### config.mk
export PLATFORM = sky130hd
export DESIGN_NAME = smiley_collision_detector
export DESIGN_NICKNAME = d
export VERILOG_FILES = /design/src/rtl/smiley_collision_detector.sv
export SDC_FILE = /design/constraint.sdc
export NUM_CORES = 1
export LEC_CHECK = 0
export BUFFER_PORTS_ARGS = -buffer_cell sky130_fd_sc_hd__buf_2
export CAP_MARGIN = 20
export CORE_MARGIN = 2
export CORE_UTILIZATION = 40
export CTS_CLUSTER_SIZE = 14
export DETAILED_ROUTE_END_ITERATION = 6
export GPL_TIMING_DRIVEN = 0
export PLACE_DENSITY = 0.83
export SETUP_SLACK_MARGIN = 0.15
export SLEW_MARGIN = 10
export SYNTH_ARGS = -nofsm -noshare
export SYNTH_HDL_FRONTEND = slang
export SYNTH_SLANG_ARGS = --single-unit
### constraint.sdc
create_clock -name clk -period 1.8 [get_ports clk]
set_input_delay 0.09 -clock clk [delete_from_list [all_inputs] [get_ports clk]]
set_output_delay 0.09 -clock clk [all_outputs]
set_load 0.02 [all_outputs]
### src/rtl/smiley_collision_detector.sv
// smiley_collision_detector
// Per-pixel collision detector for the smiley ball. It compares the smiley
// drawing request against the frame, obstacle, flipper, spring and bumper
// requests.
// Frame, obstacle and flipper contacts become registered per-pixel strobes.
// Spring and bumper contacts become one-shot pulses. Each re-arms only after
// one complete frame with no contact.
// A 4-bit {Left, Top, Right, Bottom} hit-edge code is registered together
// with the collision outputs.
// Optional feature macro: COLLISION_COUNTERS_EN adds a saturating 16-bit
// bumper hit counter on port bumperHitCount.
module smiley_collision_detector #(
  parameter int SMILEY_SIZE = 32,
  parameter int EDGE_WIDTH  = 4
) (
  input  logic        clk,
  input  logic        reset,
  input  logic        startOfFrame,
  input  logic        pause,
  input  logic        smileyDR,
  input  logic [10:0] offsetX,
  input  logic [10:0] offsetY,
  input  logic        frameDR,
  input  logic        obstacleDR,
  input  logic        flipperDR,
  input  logic        springDR,
  input  logic        bumperDR,
  output logic        collisionSmileyFrame,
  output logic        collisionSmileyObstacle,
  output logic        collisionSmileyFlipper,
  output logic        collisionSmileySpringPulse,
  output logic        collisionSmileyBumperPulse,
  output logic [3:0]  hitEdgeCode
`ifdef COLLISION_COUNTERS_EN
  ,
  output logic [15:0] bumperHitCount
`endif
);

  // Edge band thresholds as 11-bit unsigned values for direct compare
  localparam logic [10:0] LP_EDGE_LO = 11'(EDGE_WIDTH);
  localparam logic [10:0] LP_EDGE_HI = 11'(SMILEY_SIZE - EDGE_WIDTH);

  // Index of each one-shot channel in the FSM arrays
  localparam int IDX_SPRING = 0;
  localparam int IDX_BUMPER = 1;

  typedef enum logic [1:0] {
    ST_IDLE = 2'd0,
    ST_FIRE = 2'd1,
    ST_HELD = 2'd2
  } state_t;

  logic       w_qualify;
  logic       w_ov_frame;
  logic       w_ov_obstacle;
  logic       w_ov_flipper;
  logic [1:0] w_ov_oneshot;
  logic [3:0] w_edge_code;
  logic       w_any_next;

  state_t     r_state     [2];
  state_t     w_state_nxt [2];
  logic [1:0] r_seen;
  logic [1:0] w_seen_nxt;
  logic [1:0] w_fire_nxt;

  logic       r_frame;
  logic       r_obstacle;
  logic       r_flipper;
  logic       r_spring_pulse;
  logic       r_bumper_pulse;
  logic [3:0] r_hit_edge;

  // Qualified overlaps: masked in the frame-strobe cycle and while paused
  always_comb begin
    w_qualify     = ~startOfFrame & ~pause;
    w_ov_frame    = smileyDR & frameDR    & w_qualify;
    w_ov_obstacle = smileyDR & obstacleDR & w_qualify;
    w_ov_flipper  = smileyDR & flipperDR  & w_qualify;
    w_ov_oneshot[IDX_SPRING] = smileyDR & springDR & w_qualify;
    w_ov_oneshot[IDX_BUMPER] = smileyDR & bumperDR & w_qualify;
  end

  // Edge classification from the offsets inside the smiley square
  always_comb begin
    w_edge_code[3] = (offsetX <  LP_EDGE_LO);
    w_edge_code[2] = (offsetY <  LP_EDGE_LO);
    w_edge_code[1] = (offsetX >= LP_EDGE_HI);
    w_edge_code[0] = (offsetY >= LP_EDGE_HI);
  end

  // One-shot FSM next state and seen flags; everything holds while paused
  always_comb begin
    for (int i = 0; i < 2; i++) begin
      w_state_nxt[i] = r_state[i];
      w_seen_nxt[i]  = r_seen[i];
      if (pause) begin
        w_state_nxt[i] = r_state[i];
        w_seen_nxt[i]  = r_seen[i];
      end else if (startOfFrame) begin
        // Frame boundary: re-arm only if the previous frame had no contact
        w_seen_nxt[i] = 1'b0;
        case (r_state[i])
          ST_IDLE: w_state_nxt[i] = ST_IDLE;
          ST_FIRE: w_state_nxt[i] = ST_HELD;
          ST_HELD: begin
            if (r_seen[i]) begin
              w_state_nxt[i] = ST_HELD;
            end else begin
              w_state_nxt[i] = ST_IDLE;
            end
          end
          default: w_state_nxt[i] = ST_IDLE;
        endcase
      end else begin
        case (r_state[i])
          ST_IDLE: begin
            if (w_ov_oneshot[i]) begin
              w_state_nxt[i] = ST_FIRE;
            end else begin
              w_state_nxt[i] = ST_IDLE;
            end
          end
          ST_FIRE: w_state_nxt[i] = ST_HELD;
          ST_HELD: begin
            if (w_ov_oneshot[i]) begin
              w_seen_nxt[i] = 1'b1;
            end else begin
              w_seen_nxt[i] = r_seen[i];
            end
          end
          default: w_state_nxt[i] = ST_IDLE;
        endcase
      end
      w_fire_nxt[i] = (w_state_nxt[i] == ST_FIRE) & ~pause;
    end
  end

  // Edge code loads whenever any collision output is high next cycle
  always_comb begin
    w_any_next = w_ov_frame | w_ov_obstacle | w_ov_flipper | (|w_fire_nxt);
  end

  // One-shot FSM state and seen flag registers
  always_ff @(posedge clk or posedge reset) begin
    if (reset) begin
      r_state[IDX_SPRING] <= ST_IDLE;
      r_state[IDX_BUMPER] <= ST_IDLE;
      r_seen              <= 2'b00;
    end else begin
      r_state[IDX_SPRING] <= w_state_nxt[IDX_SPRING];
      r_state[IDX_BUMPER] <= w_state_nxt[IDX_BUMPER];
      r_seen              <= w_seen_nxt;
    end
  end

  // Registered collision outputs and hit-edge code
  always_ff @(posedge clk or posedge reset) begin
    if (reset) begin
      r_frame        <= 1'b0;
      r_obstacle     <= 1'b0;
      r_flipper      <= 1'b0;
      r_spring_pulse <= 1'b0;
      r_bumper_pulse <= 1'b0;
      r_hit_edge     <= 4'b0000;
    end else begin
      r_frame        <= w_ov_frame;
      r_obstacle     <= w_ov_obstacle;
      r_flipper      <= w_ov_flipper;
      r_spring_pulse <= w_fire_nxt[IDX_SPRING];
      r_bumper_pulse <= w_fire_nxt[IDX_BUMPER];
      if (w_any_next) begin
        r_hit_edge <= w_edge_code;
      end else begin
        r_hit_edge <= r_hit_edge;
      end
    end
  end

  assign collisionSmileyFrame       = r_frame;
  assign collisionSmileyObstacle    = r_obstacle;
  assign collisionSmileyFlipper     = r_flipper;
  assign collisionSmileySpringPulse = r_spring_pulse;
  assign collisionSmileyBumperPulse = r_bumper_pulse;
  assign hitEdgeCode                = r_hit_edge;

`ifdef COLLISION_COUNTERS_EN
  logic [15:0] r_bumper_cnt;

  // Saturating count of bumper pulses; only reset clears it
  always_ff @(posedge clk or posedge reset) begin
    if (reset) begin
      r_bumper_cnt <= 16'h0000;
    end else if (r_bumper_pulse && (r_bumper_cnt != 16'hFFFF)) begin
      r_bumper_cnt <= r_bumper_cnt + 16'h0001;
    end else begin
      r_bumper_cnt <= r_bumper_cnt;
    end
  end

  assign bumperHitCount = r_bumper_cnt;
`endif

endmodule

==> results by group <==
STA
  – Hold Vio Cnt, Final: 0
  – Final setup viols: 4
  – Fmax: 533 MHz
  – Layout Skew: 0.00326 ns
  – Final Cycle Share: 104%
  – Final worst slack: -0.0776 ns
  – Slew headroom: 59.9%
  – Worst Max-Slew Pin Slew: ~0.6 ns
  – RSZ-0062 raised after global routing: yes
  – Tmin final: 1.88 ns
  – Final count of pins violating max slew: 0
  – Hold Slack: 0.0564 ns

Clock network
  – CTS Buf Count: 3
  – Worst-Skew Late Latency: 0.29 ns
  – TritonCTS clock tree: done
  – Clock Path Buffers: 2
  – H-Tree Depth: 1
  – Root Buffer: clkbuf_4
  – CTS clk-pin slew, worst paths: ~0.09 ns
  – Clock sinks: 15

Logic synthesis
  – Synth warn: 0
  – Synthesized cell area: 850 sq um
  – Netlist cell types: 27
  – Post-synth net total: 119
  – Main synth FF type: dfrtp_1
  – Yosys reg bits: 15
  – Sequential-to-total area share from yosys stat: 44.2%
  – Share of the synthesized area in the top cell type: 44.2%
  – Synth area leaders: dfrtp_1, ha_1, inv_1
  – Cells after synthesis: 79
  – Synth async-reset ratio: 100%
  – Largest area contributor in the netlist: dfrtp_1
  – Number of enable flip-flop cells after synthesis: 0
  – Syn Area/Cell: 10.8 sq um

Critical path
  – FF-to-FF setup slack: -0.08 ns
  – End of the critical path: hitEdgeCode[2]
  – Crit path from: r_state[1]
  – Setup CP Type: reg2reg
  – FF-to-FF path depth: 6
  – Type of origin of the critical path: flop
  – R2r startpoint: r_state[1]
  – Worst setup EP type: flop
  – Reg2reg end: hitEdgeCode[2]
  – WP data required: 1.98 ns
  – Arr. time, crit path: 2.06 ns
  – Crit path max fanout: 4

Run status
  – Failing checks: setup timing
  – Status: finished with violations

GRT
  – Largest net degree at the start of global routing: 16
  – Antenna violations before repair: 0
  – First-pass GRT wire length: 3630 um
  – Vias in the first global route: 815
  – GRT Residual Overflow: 0
  – GRT Util Overall: 19.9%

Route
  – DRT iter0 DRCs: 26
  – Wire per inst: 15.5 um
  – Number of nets with antenna violations after routing: 0
  – Vias: 805
  – Vias per cell: around 5.3
  – Drt pass-1 iters: 4
  – DRT Wirelength: 2370 um
  – Drc violations: 0

Power and ir drop
  – Overall power: ~770 uW
  – Total leakage power: 0.000628 uW
  – Pwr per Cell Area: 641 nW/um^2
  – Peak supply drop: 0.398 mV

Die
  – Core footprint: 1980 sq um
  – Io pins: 41
  – DIE WIDTH: 50.1 um
  – Cell row count: 16
  – Total die area: 2510 sq um
  – Die Ht: 50.1 um
  – Initial cell density of the core: a little over two fifths

Finish
  – Final nets: between 150 and 200
  – Area grow syn2layout: 42.1%
  – Register area: 377 sq um
  – Post-Layout Cell Count: 153
  – Antenna Cells: 0
  – Share of cells above drive strength 1: 49.2%
  – Commonest non-fill, non-tap cell in the layout: buf_2
  – Most frequent cells in the layout: buf_2, dfrtp_1, nand2_1, buf_4
  – Multi-input logic area: 498 sq um
  – Fill cells: 150

Placement
  – I/O Buffers: 36
  – Gpl congestion: 0.828
  – Dpl hpwl: around 1500 um
  – Placed insts: 142

Job
  – Maxcap violations: 0

Hold path
  – Hold/Removal Path Class: in2reg
through the flow:
stage          utilization, %  cell area, sq um  TNS, ns  setup slack (ns)
4_1_cts                  59.7              1180   -0.125           -0.0544
6_report                 60.9              1210   -0.246           -0.0776
3_5_place_dp             54.0              1070   -0.138           -0.0724
5_1_grt                  60.9              1210   -0.511            -0.144
2_1_floorplan               -               857        0            0.0895
3_3_place_gp             54.0              1070  -0.0147          -0.00826
how the worst min path moves through the flow:
stage,startpoint,endpoint,slack (ns),cells after the start
finish,flipperDR,collisionSmileyFlipper,0.06,2
CTS,frameDR,collisionSmileyFrame,0.05,2
floorplan,reset,collisionSmileyBumperPulse,-0.009,1
global placement,reset,collisionSmileyFrame,0.15,2
global route,frameDR,collisionSmileyFrame,0.05,2
detailed placement,reset,hitEdgeCode[3],0.17,2
power by group:
part | internal (uW) | switching [uW] | total (uW)
registers | 353 | 16.3 | 369
logic | 94.9 | 109 | 204
clock network | 86.3 | 115 | 201
total | 534 | 240 | 774
sequential cells by signal, summed over array words and instances, names as in the netlist:
name	cells
hitEdgeCode	4
r_state	4
r_seen	2
collisionSmileyBumperPulse	1
collisionSmileyFlipper	1
collisionSmileyFrame	1
collisionSmileyObstacle	1
collisionSmileySpringPulse	1
critical path, stage by stage, from the launching register on:
cell and delay, ns:
dfrtp_1 0.43, inv_2 0.08, ha_4 0.17, a32oi_4 0.22
nor4_4 0.09, a311oi_4 0.44, mux2_4 0.34
Yosys cell counts, drive strengths merged (2+ instances only):
master,number
ha,8
mux2,2
a31oi,4
mux2i,2
o21ai,3
nor2,6
nor4,5
nand2,7
dfrtp,15
and3,4
inv,8
nor2b,2
per-layer routing:
metal / GRT usage [%] / part of all wire [%] / vias to the layer above
met4: 11.6 / 2.7 / 0
li1: - / - / 371
met2: 37.5 / 55 / 27
met1: 20.9 / 40 / 398
met5: 0 / 0 / -
met3: 2.12 / 2.9 / 9
cells by family (layout without fill, tap and decap cells):
kind of cell / Yosys count / after routing / share of synthesized area, %
AOI/OAI and AO/OA: 14 / 14 / 14.6
adders and majority gates: 8 / 8 / 11.8
buffers and inverters: 9 / 56 / 4.42
DFF: 15 / 15 / 44.2
muxes: 4 / 4 / 5.89
and+or+nand+nor: 29 / 29 / 19.1
layout make-up:
| class | count | area share [%] |
|---|---|---|
| flip-flops and latches | 15 | 31.2 |
| plain buffers | 1 | 0.622 |
| well taps | 27 | 2.80 |
| multi-input cells | 55 | 41.2 |
| inverters | 8 | 2.49 |
| clock buffers | 4 | 2.18 |
| repair buffers | 43 | 19.5 |
repair_timing:
item                                    CTS  global route
hold endpoints to repair                 15             0
resized for setup                         6             3
pin swaps                                 3             2
hold buffers                              1             0
endpoints found under the setup margin    4             6
buffers inserted                          5             1
(Power assumes the default switching activity.)
